**config.mk**
```make
export PLATFORM = sky130hd
export DESIGN_NAME = instr_fetch
export DESIGN_NICKNAME = d
export VERILOG_FILES = /design/src/rtl/instr_fetch.sv
export SDC_FILE = /design/constraint.sdc
export NUM_CORES = 1
export LEC_CHECK = 0
export BUFFER_PORTS_ARGS = -buffer_cell sky130_fd_sc_hd__buf_2
export CAP_MARGIN = 20
export CELL_PAD_IN_SITES_DETAIL_PLACEMENT = 2
export CELL_PAD_IN_SITES_GLOBAL_PLACEMENT = 2
export CORE_MARGIN = 5
export CORE_UTILIZATION = 32
export CTS_CLUSTER_SIZE = 40
export DETAILED_ROUTE_END_ITERATION = 10
export PLACE_DENSITY = 0.91
export REMOVE_ABC_BUFFERS = 1
export SETUP_SLACK_MARGIN = 0.02
export SLEW_MARGIN = 40
export SYNTH_ARGS = -nofsm -noshare
export SYNTH_HDL_FRONTEND = slang
export SYNTH_SLANG_ARGS = --single-unit
```
**constraint.sdc**
```tcl
create_clock -name clk -period 7.3 [get_ports clk]
set_input_delay 0.365 -clock clk [delete_from_list [all_inputs] [get_ports clk]]
set_output_delay 0.365 -clock clk [all_outputs]
set_load 0.01 [all_outputs]
```
**src/rtl/instr_fetch.sv**
```systemverilog
`default_nettype none
// ============================================================================
// Module      : instr_fetch
// Description : Instruction fetch / PC sequencer. Fetches one word from the
//               instruction ROM, holds it until the core consumes it, then
//               computes the next PC from jump/branch controls. Optional
//               target-misalignment trap via IFETCH_MISALIGN_TRAP_EN.
// Revision    : 1.0 - initial release
// ============================================================================
module instr_fetch (
  input  logic        clk,
  input  logic        rst_n,
  output logic        imem_req,
  output logic [13:0] imem_addr,
  input  logic        imem_ack,
  input  logic [31:0] imem_rdata,
  output logic [31:0] Inst,
  output logic        inst_valid,
  output logic [31:0] pc,
  output logic [31:0] pc_plus4,
  input  logic        exec_done,
  input  logic        Branch,
  input  logic [2:0]  BranchType,
  input  logic        Jump,
  input  logic        Jalr,
  input  logic [31:0] rs1_data,
  input  logic [31:0] rs2_data,
  input  logic [31:0] imm,
  output logic        misalign
);

  localparam logic [1:0] S_IDLE  = 2'd0;
  localparam logic [1:0] S_FETCH = 2'd1;
  localparam logic [1:0] S_HOLD  = 2'd2;
  localparam logic [1:0] S_ERR   = 2'd3;

  localparam logic [31:0] C_NOP  = 32'h0000_0013;

  logic [1:0]  r_state;
  logic [1:0]  w_state_nxt;
  logic        w_taken;
  logic [31:0] w_next_pc;
  logic        w_trap;
  logic        w_retire;

  assign imem_addr = pc[15:2];
  assign pc_plus4  = pc + 32'd4;
  assign w_retire  = (r_state == S_HOLD) && exec_done;

  always_comb begin
    w_taken = 1'b0;
    case (BranchType)
      3'b000:  w_taken = (rs1_data == rs2_data);
      3'b001:  w_taken = (rs1_data != rs2_data);
      3'b100:  w_taken = ($signed(rs1_data) <  $signed(rs2_data));
      3'b101:  w_taken = ($signed(rs1_data) >= $signed(rs2_data));
      3'b110:  w_taken = (rs1_data <  rs2_data);
      3'b111:  w_taken = (rs1_data >= rs2_data);
      default: w_taken = 1'b0;
    endcase
  end

  // Jump outranks Branch; jalr clears bit 0 of the computed target.
  always_comb begin
    w_next_pc = pc_plus4;
    if (Jump) begin
      if (Jalr) w_next_pc = (rs1_data + imm) & 32'hFFFF_FFFE;
      else      w_next_pc = pc + imm;
    end else if (Branch && w_taken) begin
      w_next_pc = pc + imm;
    end
  end

`ifdef IFETCH_MISALIGN_TRAP_EN
  logic r_misalign;

  assign w_trap   = |w_next_pc[1:0];
  assign misalign = r_misalign;

  always_ff @(posedge clk or negedge rst_n) begin
    if (!rst_n)                 r_misalign <= 1'b0;
    else if (w_retire && w_trap) r_misalign <= 1'b1;
  end
`else
  assign w_trap   = 1'b0;
  assign misalign = 1'b0;
`endif

  always_ff @(posedge clk or negedge rst_n) begin
    if (!rst_n) r_state <= S_IDLE;
    else        r_state <= w_state_nxt;
  end

  // exec_done is only looked at in HOLD, so one landing with the ack is dropped.
  always_comb begin
    w_state_nxt = r_state;
    case (r_state)
      S_IDLE:  w_state_nxt = S_FETCH;
      S_FETCH: if (imem_ack)  w_state_nxt = S_HOLD;
      S_HOLD:  if (exec_done) w_state_nxt = w_trap ? S_ERR : S_FETCH;
      S_ERR:   w_state_nxt = S_ERR;
      default: w_state_nxt = S_IDLE;
    endcase
  end

  always_comb begin
    imem_req   = (r_state == S_FETCH);
    inst_valid = (r_state == S_HOLD);
  end

  always_ff @(posedge clk or negedge rst_n) begin
    if (!rst_n) begin
      pc   <= 32'h0000_0000;
      Inst <= C_NOP;
    end else begin
      if ((r_state == S_FETCH) && imem_ack) Inst <= imem_rdata;
      if (w_retire && !w_trap)              pc   <= w_next_pc;
    end
  end

endmodule
`default_nettype wire

```
---- Word level (Yosys, flattened, before mapping) ----
Cells that the tools add are included.
storage, ports and cells
  output and inout bits ................... 113
  input bits .............................. 138
  logic and storage cells ................. 35
  register bits ........................... 66
cells by class
  eq/ne operators ......................... 12
  reduce and logical (&&, ||, !) cells .... 6
  magnitude comparators ................... 4
  add/subtract/negate cells ............... 3
  multiplexer cells ....................... 7
operator list
  operator                                                                 count
  32-bit two-way mux                                                       3
  32-bit adder                                                             2
  32-bit >= comparator                                                     2
  32-bit < comparator                                                      2
  32-bit by 3-bit adder with 32-bit output, second input constant          1
  32-bit equality test                                                     1
  32-bit inequality test                                                   1
  3-bit equality test, second input constant                               4
  2-bit one-hot mux with 4 select lines                                    1
  1-bit one-hot mux with 6 select lines                                    1
  2-bit equality test, second input constant                               2
  2-bit two-way mux                                                        2
  2-bit by 1-bit inequality test with 1-bit output, second input constant  2
  3-bit by 1-bit equality test with 1-bit output, second input constant    1
  1-bit logical AND                                                        3
  3-bit zero test                                                          1
  2-bit by 1-bit equality test with 1-bit output, second input constant    1
  2-bit zero test                                                          1
  2-bit AND reduction                                                      1

---- Longest topological paths before layout ----
Gate-level depths: netlist (run 1).
  depth after elaboration ................. 5
  depth in mapped cells ................... 13
  depth with buffers taken out ............ 12

---- Worst setup path after synthesis (run 1) ----
OpenSTA, ideal clock, no wires.
  path kind ............................... register to register
  start ................................... register pc[0]
  end ..................................... register pc[30]
  path slack .............................. 4417 ps
  stages on the path, launching flop included .. 13
  path buffers ............................ 0
  period minus slack after synthesis ...... 2883 ps
  library setup time ...................... 86 ps
  arrival time ............................ 2797 ps
  data required time ...................... 7214 ps
  cells stage by stage .................... dfrtp_1 ha_1 inv_1 fa_1 nand2b_1 a211oi_1 o21ai_0 a21oi_1 a31oi_1 o21ai_0 mux2i_1 o22ai_1 a32oi_1
on the way
  word-level cells in the longest chain between the ends .. 3
  elaborated cells between the ends (all ways) .. 5
  those cells by class .................... add/sub: 2; mux: 3
RTL lines
  item                                                                      RTL line    source
  from (decl)                                                               19          output logic [31:0] pc,
  from (signal assigned)                                                    117         if (w_retire && !w_trap) pc <= w_next_pc;
  32-bit by 3-bit adder with 32-bit output or 32-bit adder (tied branches)  47, 68, 70
  32-bit two-way mux, on equally long branches                              69, 67
  32-bit two-way mux *                                                      66          if (Jump) begin
Mark *: on every way between the ends. The rest lies on a longest branch, timed or not.
A chain may end at the register's enable or synchronous reset.

---- Worst setup path after layout (run 1) ----
Ends and elaborated chain as after synthesis.

==> results of run 1 <==
[routing by layer]
| metal | part of all wire [%] | track usage (%) |
|---|---|---|
| met5 | 0 | 0 |
| met4 | 2.7 | 7.36 |
| met3 | 6.0 | 4.17 |
| met2 | 48 | 42.1 |
| met1 | 43 | 30.7 |
[worst register-to-register path: stages, from the launching register on]
cell      delay [ps]
dfrtp_1          390
ha_1             230
inv_1             80
fa_1             410
nand2b_1         220
a211oi_1         540
o21ai_0          250
a21oi_1          300
a31oi_1          200
o21ai_0          440
mux2i_1          280
o22ai_1          140
a32oi_1          230
[cells in the final DEF, fill, tap and decap left out, types with 11 or more instances in the layout]
| cell type | netlist | routed |
|---|---|---|
| a211oi_1 | 13 | 13 |
| a21o_1 | 31 | 31 |
| a21oi_1 | 91 | 91 |
| a221oi_1 | 14 | 14 |
| a31oi_1 | 12 | 12 |
| and3_1 | 12 | 12 |
| buf_2 | 4 | 249 |
| dfrtp_1 | 63 | 63 |
| ha_1 | 94 | 94 |
| inv_1 | 54 | 54 |
| mux2_2 | 33 | 33 |
| nand2_1 | 62 | 62 |
| nand3_1 | 23 | 23 |
| nand4_1 | 17 | 17 |
| nor2_1 | 66 | 65 |
| nor2b_1 | 15 | 15 |
| nor3_1 | 11 | 11 |
| o211ai_1 | 13 | 13 |
| o21ai_0 | 56 | 56 |
| xnor2_1 | 52 | 52 |
| xor2_1 | 28 | 28 |
[final cells by class]
class / count / area, µm²
Inverter: 54 / 203
Clock buffer: 10 / 229
Clock inverter: 6 / 115
Tap cell: 324 / 405
Antenna cell: 1 / 2.50
Multi-Input combinational cell: 780 / 5720
Sequential cell: 66 / 1660
Timing Repair Buffer: 254 / 1290
Fill cell: 2776 / 14600
[per-stage QoR]
stage | cells | hold slack (ps) | setup WS [ps]
after floorplan | 900 | 69.4 | 4160
after global placement | 1478 | 482 | 3690
after detailed placement | 1478 | 492 | 3580
after CTS | 1494 | 164 | 3610
after global routing | 1495 | 195 | 3330
final | 1495 | 138 | 3540
[sequential cells by signal (all words and copies together) (netlist names)]
signal   count
Inst        32
pc          32
r_state      2
[logic make-up (layout without fill, tap and decap cells)]
family          after synthesis  after routing  synth area share, %
compound gates              304            304                 25.8
simple gates                259            259                 16.7
buf+inv                     100            324                 6.45
fa+ha+maj                    96             96                 15.5
xor+xnor                     80             80                 8.90
flops                        66             66                 21.0
mux                          40             40                 5.61
other cells                   1              2               0.0476
[power by group through the flow]
| stage | Combinational (µW) | Sequential (µW) | Clock, µW |
|---|---|---|---|
| 3_5_place_dp | 2220 | 807 | 0 |
| 6_report | 2290 | 804 | 523 |
| 3_3_place_gp | 2120 | 782 | 0 |
| 4_1_cts | 2280 | 802 | 529 |
| 2_1_floorplan | 1310 | 836 | 0 |
| 5_1_grt | 2470 | 835 | 545 |
[how the worst max path moves through the flow]
| stage | startpoint | to | slack (ps) |
|---|---|---|---|
| finish | pc[0] | pc[30] | 3540 |
| global route | pc[0] | pc[30] | 3330 |
| CTS | pc[4] | pc_plus4[31] | 3610 |
| detailed placement | imm[0] | pc[30] | 3580 |
| global placement | rs1_data[29] | pc[30] | 3690 |
| floorplan | rs2_data[31] | pc[9] | 4160 |
==> impl_results.md, run 1 <==
- Post-Syn Area: 0.00787 mm²
- Clk_lat worst skew: 340 ps
- RR Endpoint: pc[30]
- Clock transition at path regs: 70 ps
- CTS Buf Count: 9
- Tmin final: 3760 ps
- Final Hold Viols: 0
- CTS tree: yes
- Post-route DRC: 0
- Overall die width: 167 µm
- Share of cells above drive strength 1: 28.6%
- Area Growth Syn to Fin: 22.1%
- Number of max-cap violations: 0
- WP data required: 7560 ps
- Sequential power share: 22.2%
- Final setup fails: 0
- Relative slew slack: 48.5%
- Critical-path cell list: ha_1 -> inv_1 -> fa_1 -> nand2b_1 -> a211oi_1 -> o21ai_0 -> a21oi_1 -> a31oi_1 -> o21ai_0 -> mux2i_1 -> o22ai_1 -> a32oi_1
- Area leader, netlist: dfrtp_1
- Postcts setup bufs: 0
- Startpoint Class: flip-flop
- Placed Area: 0.00927 mm²
- Worst EP arrival: 4030 ps
- Starting density of the core: 32.5%
- DP Wirelength: 27.9 mm
- Top_reg_cell synth: dfrtp_1
- Initial DRC count: 539
- Slew Viols, Final: 0
- DRT Wirelength: 35.0 mm
- Sequential element share of the synthesized area: 21.0%
- # H-tree levels: 3
- Setup tns final: 0 ps
- FF-to-FF Start: pc[0]
- CP max stage cell: a211oi_1
- Cts hold-fix bufs: 0
- Synth async-reset ratio: 100%
- 1st-pass router iterations: 5
- Std cell rows: 57
- Total power: 3620 µW
- Die H: 167 µm
- Die ar.: 0.0278 mm²
- Synthesized flop and latch total: 66
- R2R setup slack: 3540 ps
- Most frequent cell after synthesis: ha_1
- CTS root buf: clkbuf_16
- CORE AREA: 0.0242 mm²
- Worst path depth: 12
- Initial antenna violation count: 1
- Max Clk Rate: 266 MHz
- GR Util All Layers: 24.2%
- Synth area leaders: dfrtp_1 20%, ha_1 15%, a21oi_1 5.8%
- Finished Core Util: 39.6%
- Clock share of power: 14.5%
- Final nets: 1399
- I/O pins: 251
- Ys Warns: 0
- Most used cell, CP: o21ai_0
- Combinational Power Share: 63.3%
- RSZ-0062 raised after global routing: no
- Worst IR Drop VDD: 0.000132 V
- Most common library cells after synthesis: 94 x ha_1, 91 x a21oi_1, 66 x nor2_1, 63 x dfrtp_1, 62 x nand2_1
- Clk sinks: 66
- Grt total ovfl: 0
- Post-CTS Resized: 0
- Max incr delay on CP: 540 ps
- CP endpoint kind: flip-flop
- Status: finished, final reports clean
- Post-route ant nets: 0
- R2R depth: 12
- Worst clock skew: 14.1 ps
- Post-Synthesis Cells: 946
- Top cell type's share of synthesized area: 20.0%
- CTS max path bufs: 2
- Psw: 1780 µW
- Kind of critical path: reg2reg
- CP Buf/Inv Count: 1
- Port Buffers: 249
- Leak: 0.00461 µW
- DR vias: 8578
- Worst hold path class: in2async
- Pwr/cell area: 376 mW/mm²
- Vias/cell: 5.74
- Largest net degree at the start of global routing: 67
- GP Congestion: 0.889
- Routed WL per cell: 23.4 µm
- Netlist cell types: 81
- First-pass GRT wire length: 54.2 mm
- Vias in the first global route: 9455
- Worst-Margin Slew: 761 ps
- Mean Syn Cell Area: 8.32 µm²
- Final non-filler cell area: 0.00961 mm²
- Cell family with most CP delay: compound AO/OA/AOI/OAI gates
- CP max FO: 4
- Final worst path period share: 51.5%
- P_int: 1840 µW
- Switching part of the total: 49.3%
- Post-synth EDFFs: 0
No activity file was read; power rests on OpenSTA's default activity.
==> run 2: changes to the inputs <==
- CORE_UTILIZATION: 32 -> 30
- PLACE_DENSITY: 0.91 -> 0.86
- clock period: 7.3 -> 3.6 ns (I/O delays scaled with it)
==> impl_results.md, run 2 (same netlist as run 1, synthesis figures left out) <==
- Status: finished, final reports clean (unchanged)
- GP Congestion: 0.891 (was 0.889)
- CTS root buf: clkbuf_16 (unchanged)
- CTS max path bufs: 2 (unchanged)
- CP max stage cell: fa_1 (was a211oi_1)
- Crit. Startpoint: pc[0] (unchanged)
- Pwr/cell area: 755 mW/mm² (was 376 mW/mm²)
- Clock transition at path regs: 70 ps (about the same)
- Sequential power share: 21.9% (was 22.2%)
- Clock share of power: 13.2% (was 14.5%)
- Most common cell after layout, fill and taps aside: buf_2 (unchanged)
- Postcts setup bufs: 0 (unchanged)
- DR vias: 8552 (was 8578)
- Initial DRC count: 551 (was 539)
- Max incr delay on CP: 410 ps (was 540 ps)
- Clk sinks: 66 (unchanged)
- First-pass GRT wire length: 53.3 mm (was 54.2 mm)
- Std cell rows: 59 (was 57)
- Worst-Margin Slew: 895 ps (was 761 ps)
- RR Endpoint: pc[30] (unchanged)
- Vias/cell: 5.60 (was 5.74)
- Starting density of the core: 30.3% (was 32.5%)
- RSZ-0062 raised after global routing: no (unchanged)
- Final setup fails: 0 (unchanged)
- Final nets: 1420 (was 1399)
- Worst clock skew: 9.69 ps (was 14.1 ps)
- Number of max-cap violations: 0 (unchanged)
- Worst EP arrival: 3580 ps (was 4030 ps)
- CORE AREA: 0.0260 mm² (was 0.0242 mm²)
- CP endpoint kind: flip-flop (unchanged)
- FF-to-FF Start: pc[0] (unchanged)
- P_int: 3720 µW (was 1840 µW)
- Relative slew slack: 40.3% (was 48.5%)
- Final non-filler cell area: 0.00979 mm² (was 0.00961 mm²)
- Routing usage on met3: 3.52% (was 4.17%)
- CP max FO: 4 (unchanged)
- R2R depth: 13 (was 12)
- Post-route ant nets: 0 (unchanged)
- Crit path to: pc[30] (unchanged)
- Placed Area: 0.00945 mm² (was 0.00927 mm²)
- Largest net degree at the start of global routing: 38 (was 67)
- Port Buffers: 249 (unchanged)
- Critical-path cell list: ha_1 -> inv_1 -> fa_1 -> nand2b_1 -> a211oi_1 -> buf_4 -> o21ai_0 -> a21oi_1 -> a31oi_1 -> o21ai_0 -> mux2i_1 -> o22ai_1 -> a32oi_1 (was ha_1 -> inv_1 -> fa_1 -> nand2b_1 -> a211oi_1 -> o21ai_0 -> a21oi_1 -> a31oi_1 -> o21ai_0 -> mux2i_1 -> o22ai_1 -> a32oi_1)
- Setup tns final: 0 ps (unchanged)
- Final hold slack: 76.9 ps (was 138 ps)
- Slew Viols, Final: 0 (unchanged)
- Psw: 3670 µW (was 1780 µW)
- Switching part of the total: 49.7% (was 49.3%)
- Leak: 0.00471 µW (was 0.00461 µW)
- CTS tree: yes (unchanged)
- Top Registers: Inst: 32 flops, pc: 32 flops, r_state: 2 flops (unchanged)
- Worst IR Drop VDD: 0.000283 V (was 0.000132 V)
- Most used cell, CP: o21ai_0 (unchanged)
- Global route hottest layer: met2 (unchanged)
- Max Clk Rate: 301 MHz (was 266 MHz)
- DRT Wirelength: 35.3 mm (was 35.0 mm)
- Post-route DRC: 0 (unchanged)
- # H-tree levels: 3 (unchanged)
- R2R setup slack: 280 ps (was 3540 ps)
- Final worst path period share: 92.3% (was 51.5%)
- Overall die width: 172 µm (was 167 µm)
- Kind of critical path: reg2reg (unchanged)
- Met2 usage: 39.4% (was 42.1%)
- Clk_lat worst skew: 340 ps (about the same)
- 1st-pass router iterations: 5 (unchanged)
- Vias in the first global route: 9330 (was 9455)
- Final Hold Viols: 0 (unchanged)
- WP data required: 3850 ps (was 7560 ps)
- Routed WL per cell: 23.1 µm (was 23.4 µm)
- DP Wirelength: 29.4 mm (was 27.9 mm)
- I/O pins: 251 (unchanged)
- Die H: 172 µm (was 167 µm)
- Share of cells above drive strength 1: 29.8% (was 28.6%)
- Worst hold path class: in2reg (was in2async)
- Combinational Power Share: 64.9% (was 63.3%)
- GR Util All Layers: 23.0% (was 24.2%)
- GR Util met1: 29.9% (was 30.7%)
- Tmin final: 3320 ps (was 3760 ps)
- Startpoint Class: flip-flop (unchanged)
- Die ar.: 0.0296 mm² (was 0.0278 mm²)
- Area Growth Syn to Fin: 24.4% (was 22.1%)
- Most frequent cells in the layout: 248 x buf_2, 94 x ha_1, 91 x a21oi_1, 65 x nor2_1, 63 x dfrtp_1 (was 249 x buf_2, 94 x ha_1, 91 x a21oi_1, 65 x nor2_1, 63 x dfrtp_1)
- CTS Buf Count: 9 (unchanged)
- Grt total ovfl: 0 (unchanged)
- Initial antenna violation count: 1 (unchanged)
==> run 2: what timing repair did <==
item	in CTS	in global routing
setup endpoints to repair	0	1
resized for setup	0	1
endpoints found under the hold margin	33	0
hold buffers	1	0
==> run 2: power by group through the flow <==
stage / sequential (µW) / combinational [µW] / clock, µW
after floorplan: 1700 / 2650 / 0
after global placement: 1570 / 4490 / 0
after detailed placement: 1620 / 4700 / 0
after CTS: 1610 / 4770 / 990
after global routing: 1660 / 5180 / 1020
final: 1620 / 4790 / 973
==> run 2: layout make-up <==
class                           count  area, µm²
Inverter                           54        203
Clock inverter                      7       93.8
Fill cell                        3058      16200
Antenna cell                        1       2.50
Timing Repair Buffer              275       1470
Tap cell                          335        419
Multi-Input combinational cell    780       5720
Sequential cell                    66       1660
Clock buffer                        9        225
==> run 2: worst min-delay path by stage <==
stage,end,cells after the start,from,slack [ps]
floorplan,Inst[10],0,rst_n,-120
global route,Inst[29],2,imem_rdata[29],70
CTS,Inst[29],2,imem_rdata[29],70
detailed placement,Inst[5],1,rst_n,320
global placement,Inst[5],1,rst_n,320
finish,Inst[29],2,imem_rdata[29],80
==> run 2: metrics by stage <==
step	std cells	util, %	power, µW	setup slack, ps
final	1527	37.7	7390	277
after global routing	1527	37.7	7860	49.3
after CTS	1526	37.6	7380	314
after detailed placement	1509	36.4	6320	337
after global placement	1509	36.4	6060	448
after floorplan	900	-	4340	623
==> run 2: routing by layer <==
metal | vias up | share of wire, % | routed length [µm]
met5 | - | 0 | 0
met4 | 0 | 2.7 | 952
met1 | 4212 | 43 | 15300
met2 | 326 | 47 | 16700
li1 | 3960 | - | -
met3 | 54 | 6.8 | 2390
==> run 2: worst max-delay path, delay by kind of cell (launching register included) <==
kind	cells	cell delay, ps
AOI/OAI and AO/OA	7	1510
adders and majority gates	2	640
buffers and inverters	2	260
DFF	1	400
and+or+nand+nor	1	200
muxes	1	230
